[config.mk]
export PLATFORM = sky130hd
export DESIGN_NAME = rc5_core_param
export DESIGN_NICKNAME = d
export VERILOG_FILES = /design/src/rtl/rc5_core_param.sv
export SDC_FILE = /design/constraint.sdc
export NUM_CORES = 2
export LEC_CHECK = 0
export ABC_AREA = 0
export CORE_ASPECT_RATIO = 1.1
export CORE_UTILIZATION = 49
export CTS_CLUSTER_DIAMETER = 100
export DETAILED_ROUTE_END_ITERATION = 6
export PLACE_DENSITY = 0.8
export SLEW_MARGIN = 20
export SYNTH_ARGS = -nofsm -noshare
export SYNTH_HDL_FRONTEND = slang
export SYNTH_SLANG_ARGS = --single-unit
[constraint.sdc]
create_clock -name clock -period 12.95 [get_ports clock]
set_clock_uncertainty 0.15 [all_clocks]
set_input_delay 1.9425 -clock clock [delete_from_list [all_inputs] [get_ports clock]]
set_output_delay 1.9425 -clock clock [all_outputs]
set_load 0.02 [all_outputs]
[src/rtl/rc5_core_param.sv]
// Parametrised RC5 block cipher engine: encrypt and decrypt, one half-round per clock.
// The expanded key table comes from an upstream key-schedule block and is captured on accept.
//
// Ports:
//   clock, reset         rising-edge clock, synchronous active-high reset
//   in_valid/in_ready    request handshake; in_mode 0 = encrypt, 1 = decrypt
//   in_data              block {A,B}, A in the upper W bits
//   key_s                key table, S[i] = key_s[i*W +: W]
//   out_valid/out_ready  result handshake; out_data {A,B}, out_mode mode of the result
//   busy                 high whenever the engine is not idle
module rc5_core_param #(
  parameter int unsigned W = 16,
  parameter int unsigned R = 12,
  localparam int unsigned NK = 2 * R + 2
) (
  input  logic            clock,
  input  logic            reset,
  input  logic            in_valid,
  output logic            in_ready,
  input  logic            in_mode,
  input  logic [2*W-1:0]  in_data,
  input  logic [NK*W-1:0] key_s,
  output logic            out_valid,
  input  logic            out_ready,
  output logic [2*W-1:0]  out_data,
  output logic            out_mode,
  output logic            busy
);

  localparam int unsigned LW = $clog2(W);
  localparam logic [7:0] RLast = 8'(R);

  typedef enum logic [2:0] {
    StIdle  = 3'd0,
    StPre   = 3'd1,
    StHalfA = 3'd2,
    StHalfB = 3'd3,
    StPost  = 3'd4,
    StOut   = 3'd5
  } state_e;

  state_e          state_q, state_d;
  logic [W-1:0]    a_q, a_d, b_q, b_d;
  logic [7:0]      i_q, i_d;
  logic            mode_q, mode_d;
  logic [NK*W-1:0] key_q, key_d;
  logic [2*W-1:0]  out_data_q, out_data_d;
  logic            out_mode_q, out_mode_d;

  // Rotates use only the low log2(W) bits of the amount; the doubled word makes wrap-around free.
  function automatic logic [W-1:0] rotl(input logic [W-1:0] x, input logic [W-1:0] amt);
    logic [2*W-1:0] t;
    t = {x, x} << amt[LW-1:0];
    return t[2*W-1:W];
  endfunction

  function automatic logic [W-1:0] rotr(input logic [W-1:0] x, input logic [W-1:0] amt);
    logic [2*W-1:0] t;
    t = {x, x} >> amt[LW-1:0];
    return t[W-1:0];
  endfunction

  function automatic logic [W-1:0] s_word(input logic [NK*W-1:0] key, input int unsigned idx);
    return key[idx*W +: W];
  endfunction

  logic [31:0] idx_a, idx_b;
  assign idx_a = 2 * 32'(i_q);
  assign idx_b = idx_a + 32'd1;

  always_comb begin
    state_d    = state_q;
    a_d        = a_q;
    b_d        = b_q;
    i_d        = i_q;
    mode_d     = mode_q;
    key_d      = key_q;
    out_data_d = out_data_q;
    out_mode_d = out_mode_q;
    unique case (state_q)
      StIdle: begin
        if (in_valid) begin
          a_d    = in_data[2*W-1:W];
          b_d    = in_data[W-1:0];
          mode_d = in_mode;
          key_d  = key_s;
          if (in_mode) begin
            i_d     = RLast;
            state_d = StHalfB;
          end else begin
            state_d = StPre;
          end
        end
      end
      StPre: begin
        a_d     = a_q + s_word(key_q, 0);
        b_d     = b_q + s_word(key_q, 1);
        i_d     = 8'd1;
        state_d = StHalfA;
      end
      StHalfA: begin
        if (!mode_q) begin
          a_d     = rotl(a_q ^ b_q, b_q) + s_word(key_q, idx_a);
          state_d = StHalfB;
        end else begin
          a_d = rotr(a_q - s_word(key_q, idx_a), b_q) ^ b_q;
          if (i_q == 8'd1) begin
            state_d = StPost;
          end else begin
            i_d     = i_q - 8'd1;
            state_d = StHalfB;
          end
        end
      end
      StHalfB: begin
        if (!mode_q) begin
          b_d = rotl(b_q ^ a_q, a_q) + s_word(key_q, idx_b);
          if (i_q == RLast) begin
            out_data_d = {a_q, b_d};
            out_mode_d = 1'b0;
            state_d    = StOut;
          end else begin
            i_d     = i_q + 8'd1;
            state_d = StHalfA;
          end
        end else begin
          b_d     = rotr(b_q - s_word(key_q, idx_b), a_q) ^ a_q;
          state_d = StHalfA;
        end
      end
      StPost: begin
        b_d        = b_q - s_word(key_q, 1);
        a_d        = a_q - s_word(key_q, 0);
        out_data_d = {a_d, b_d};
        out_mode_d = 1'b1;
        state_d    = StOut;
      end
      StOut: begin
        if (out_ready) state_d = StIdle;
      end
      default: state_d = StIdle;
    endcase
  end

  always_ff @(posedge clock) begin
    if (reset) begin
      state_q    <= StIdle;
      a_q        <= '0;
      b_q        <= '0;
      i_q        <= '0;
      mode_q     <= 1'b0;
      key_q      <= '0;
      out_data_q <= '0;
      out_mode_q <= 1'b0;
    end else begin
      state_q    <= state_d;
      a_q        <= a_d;
      b_q        <= b_d;
      i_q        <= i_d;
      mode_q     <= mode_d;
      key_q      <= key_d;
      out_data_q <= out_data_d;
      out_mode_q <= out_mode_d;
    end
  end

  assign in_ready  = (state_q == StIdle);
  assign out_valid = (state_q == StOut);
  assign busy      = (state_q != StIdle);
  assign out_data  = out_data_q;
  assign out_mode  = out_mode_q;

endmodule

# Word level (Yosys, flattened, before mapping)
# Cells that the tools add are included.
# word_totals
output_inout_bits	36
elab_cells	82
register_bits	493
inputBits	453
# classes
addsub	11
shift	6
n_bitwise	3
n_reduce_logical	12
n_mux	27
n_eq_ne	15
# op_table
cell	count
$shiftx A416 B14 Y16	1
$shiftx A416 B15 Y16	1
$pmux W16 S4	2
$add A16 B16 Y16	4
$mux W16	4
$mux W32	2
$pmux W32 S2	1
$shl A32 B4 Y32	2
$shr A32 B4 Y16	2
$sub A16 B16 Y16	4
$mux W8	6
$xor A16 B16 Y16	3
$pmux W8 S4	1
$mux W3	6
$pmux W3 S6	1
$ne A2 B2 Y1 const B	6
$reduce_bool A4 Y1	3
$add A9 B1 Y10 const B	1
$add A8 B1 Y8 const B	1
$eq A8 B1 Y1 const B	1
$eq A8 B4 Y1 const B	1
$reduce_and A2 Y1	4
$sub A8 B1 Y8 const B	1
$reduce_and A7 Y1	1
other kinds (11)	15

# Logic depth before layout (Yosys ltp)
# logic_depth
ltp_word	7
ltp_mapped	24
ltp_nobuf	21

# Least setup slack after synthesis
# OpenSTA, ideal clock, no wires.
# synth_path
path_type	register to register
start	register i_q[0]
end	register a_q[4]
arrival_time_ps	5045
path_stages_with_launch	20
n_path_buf	3
t_required_ps	12682
setup_slack_ps	7636
setup_time_ps	118
synth_period_minus_slack_ps	5314
path_cell_list	dfxtp_1 buf_6 clkbuf_1 buf_1 mux4_2 a221oi_1 a311oi_1 ha_1 inv_1 fa_1 nand3_1 a2111oi_0 or3b_1 a31oi_1 xnor2_1 mux2_2 o21a_1 mux4_2 xnor2_1 o21ai_1
# synth_between
elab_chain_len	6
elab_cells_between_ends	7
cone_classes	2 x add/sub; 2 x shift; 2 x mux; 1 x bitwise
# synth_lines
element	line_no	text
start: declaration	44	logic [7:0] i_q, i_d;
start signal: assignment	159	i_q <= i_d;
$shiftx A416 B14 Y16 *	64	return key[idx*W +: W];
$sub A16 B16 Y16	106	a_d = rotr(a_q - s_word(key_q, idx_a), b_q) ^ b_q;
$shr A32 B4 Y16	59	t = {x, x} >> amt[LW-1:0];
$xor A16 B16 Y16	106	
$mux W16 *	102	if (!mode_q) begin
$pmux W16 S4 *	80	unique case (state_q)
end signal: assignment	148	a_q <= '0;
end signal: assignment	157	a_q <= a_d;
end: declaration	43	logic [W-1:0] a_q, a_d, b_q, b_d;
# Every way passes the cells marked *; elsewhere a longest branch is shown, timed or not.
# A chain may end at the register's enable or synchronous reset.

# Worst setup path in the final report
# layout_path
start	register i_q[0]
end	register b_q[2]
# layout_between
elab_chain_len	7
elab_cells_between_ends	8
cone_classes	3 x add/sub; 2 x shift; 2 x mux; 1 x bitwise
# layout_lines
element	line_no	text
$add A9 B1 Y10 *	69	assign idx_b = idx_a + 32'd1;
$shiftx A416 B15 Y16 *	64	
$sub A16 B16 Y16	127	b_d = rotr(b_q - s_word(key_q, idx_b), a_q) ^ a_q;
$shr A32 B4 Y16	59	
$xor A16 B16 Y16	127	
$mux W16 *	116	if (!mode_q) begin
$pmux W16 S4 *	80	
end signal: assignment	149	b_q <= '0;
end signal: assignment	158	b_q <= b_d;
end: declaration	43	
# Marked as above.

==> results.txt <==
Critical Path RT - 13.33 ns
Routed wl met2 - 56,400 um
Most frequent cells in the layout - nand2_1 (1,143), a21oi_1 (598), dfxtp_1 (487), clkdlybuf4s50_1 (487), nor2_1 (198)
Flop pwr share - 23.0%
CTS Sinks - 493
IO Pins - 489
Setup TNS - 0 ns
Hold WC Path Type - register to register
FP Rows - 97
Final nets - 5,035
DPL Wire Length - 93,600 um
Pre-Repair DR Iteration Count - 6
WL per Instance - 23.4 um
Ys Warns - 0
Fin Hold WS - 0.301 ns
Final Worst Setup Slack - 6.58 ns
Avg Cell Area, Syn - 7.61 um^2
Initial Utilization - 49.7%
Commonest non-fill, non-tap cell in the layout - nand2_1
Via count - 32,800
Max-cap violations - 0
Max_slew headroom - 16.6%
# hold bufs at CTS - 0
GP Congestion - 1.00
Max VDD drop - 0.146 mV
Clock-pin slew on the worst setup and hold paths - 0.06 ns
WL final - 124,000 um
Largest net degree at the start of global routing - 228
DR vias/cell - 6.16
Clk Latency, worst-skew pair - 0.65 ns
Top_reg_cell synth - dfxtp_1
Post-route minimum period - 6.37 ns
Initial DRC count - 4,376
FMAX - 0.157 GHz
Place WS - 6.65 ns
Logic pwr share - 59.1%
Synth Net Count - 4,759
Crit. End Element - register
Post-synth ARST share - 0%
Gr usage total - 36.7%
Clock group share of total power - 17.9%
Die Area - 0.0658 mm^2
EDFF count, synth - 0
Final hold violations - 0
Cts bufs inserted - 52
Port buffer count - 488
Period utilization - 49.2%
CTS max path bufs - 3
Initial antenna violation count - 9
Post_cts resized - 0
Post-DRT Antenna Nets - 0
Postcts setup bufs - 0
Routed metal-1 wirelength - 47,500 um
Vias in the first global route - 30,700
Status - finished clean
Core area - 0.0638 mm^2
First-pass GRT wire length - 185,000 um
RSZ-0062 raised after global routing - false
#FFs+latches synth - 493
H-tree depth - 2
Area Overhead vs Synth - 21.9%
CP max FO - 40
GRT overflow - 0
Crit path DAT - 6.74 ns
Register area share after synthesis - 31.1%
TritonCTS clock tree - built
Slew Viols, Final - 0
Synthesized area - 0.0317 mm^2
Cell count after synthesis - 4,169
Sw frac - 46.5%
Metal3 WL - 12,700 um
Share of cells above drive strength 1 - 6.94%
Internal Power - 0.00455 W
Slew @ Worst Pin - 1.25 ns
Leak - 15.1 nW
Netlist cell types - 87
Max Used Layer - met5
Switching power - 0.00395 W
Die W - 245 um
CP Class - register to register
Die height - 269 um
DRC violations left - 0
Setup-failing EPs final - 0
Worst setup SP type - register
Power per cell area - 220 mW/mm^2
Clock root buffer - clkbuf_16
==> stage by stage <==
| stage | cell area, um^2 | util [%] | power (W) | instances |
|---|---|---|---|---|
| after floorplan | 31700 | - | 0.00535 | 4169 |
| after global placement | 36900 | 57.9 | 0.00678 | 5231 |
| after detailed placement | 36900 | 57.9 | 0.00683 | 5231 |
| after CTS | 38700 | 60.6 | 0.00835 | 5322 |
| after global routing | 38700 | 60.6 | 0.00892 | 5325 |
| final | 38700 | 60.6 | 0.00850 | 5327 |
==> metal layers <==
metal | global-route usage [%] | up-vias
met4 | 20.9 | 14
met5 | 0 | -
met2 | 58.6 | 1785
met3 | 7.68 | 367
li1 | - | 15200
met1 | 46.2 | 15500
==> registers in the layout (all words and copies together) (netlist names) <==
| name | cells |
|---|---|
| mode_q | 1 |
| b_q | 16 |
| key_q | 416 |
| out_mode | 1 |
| out_data | 32 |
| i_q | 8 |
| a_q | 16 |
| state_q | 3 |
==> worst paths after layout <==
check	start	end	slack, ns	cells past startpoint
worst min-delay path	key_q[218]$_SDFFE_PP0P_	key_q[218]$_SDFFE_PP0P_	0.30	2
worst min register to register	key_q[218]$_SDFFE_PP0P_	key_q[218]$_SDFFE_PP0P_	0.30	2
worst max-delay path	i_q[0]$_SDFFE_PP0P_	b_q[2]$_SDFFE_PP0P_	6.58	18
worst max register to register	i_q[0]$_SDFFE_PP0P_	b_q[2]$_SDFFE_PP0P_	6.58	18
==> power groups by stage <==
stage	logic, W	registers [W]	clock network, W
detailed placement	0.00485	0.00197	0
floorplan	0.00349	0.00187	0
global placement	0.00481	0.00197	0
finish	0.00502	0.00196	0.00152
CTS	0.00488	0.00194	0.00153
global route	0.00536	0.00197	0.00159
==> critical path: stages, from the launching register on <==
cell and delay, ns:
dfxtp_4 0.49, buf_4 0.41, nor3b_2 0.87, buf_4 0.37, a221oi_1 0.12, a311oi_1 0.52, ha_1 0.29, inv_1 0.07
fa_1 0.44, a211oi_1 0.40, o21ai_1 0.21, a31oi_1 0.24, xnor2_1 0.17, mux4_2 0.55, a21oi_1 0.17, o31ai_1 0.11
o21ai_0 0.16, a211oi_1 0.12, a2111oi_0 0.38
==> cells by family after synthesis <==
kind of cell    after synthesis  synth area share, %
simple gates               1616                 21.0
xor+xnor                    138                 3.81
flops                       493                 31.1
compound gates             1147                 22.1
buf+inv                     445                 5.32
mux                         193                 11.1
fa+ha+maj                   137                 5.59
==> synthesized netlist by cell type (11+ instances only) <==
library cell  number  area share [%]
o31ai_1           15            0.35
xnor2_1           76             2.1
nor2_1           199             2.4
clkbuf_1         288             3.4
a21oi_1          598             9.4
a21o_1            27            0.64
mux2_2            11            0.39
o21ai_0          124             2.0
o221ai_1          14            0.39
nand4_1           11            0.22
a311oi_1          27            0.74
a22oi_1           42            0.99
inv_1            113             1.3
o21ai_1           12            0.19
dfxtp_1          493              31
nor3_1            51            0.80
mux4_2           122             8.7
o21a_1            25            0.59
a211oi_1          39            0.92
buf_1             33            0.39
a221oi_1          23            0.63
and3_1            46            0.91
o21bai_1          11            0.26
xor2_1            62             1.7
o22ai_1           23            0.45
ha_1             129             5.1
and2_1            13            0.26
a211o_1           14            0.39
nand2b_1          19            0.37
mux2i_1           56             1.8
nand2_1         1144              14
or3_1             26            0.51
o211ai_1          26            0.61
nand3_1           50            0.79
nor2b_1           21            0.41
a31oi_1           28            0.55
==> final cells by class <==
type,instances,area [um^2]
diodes,4,10.0
clock buffers,75,1520
clock inverters,16,191
fillers,5783,25100
inverters,119,447
multi-input cells,3231,20200
flip-flops and latches,493,9880
well taps,841,1050
repair buffers,548,5390
Note: power is estimated with default switching activity, not from simulation.
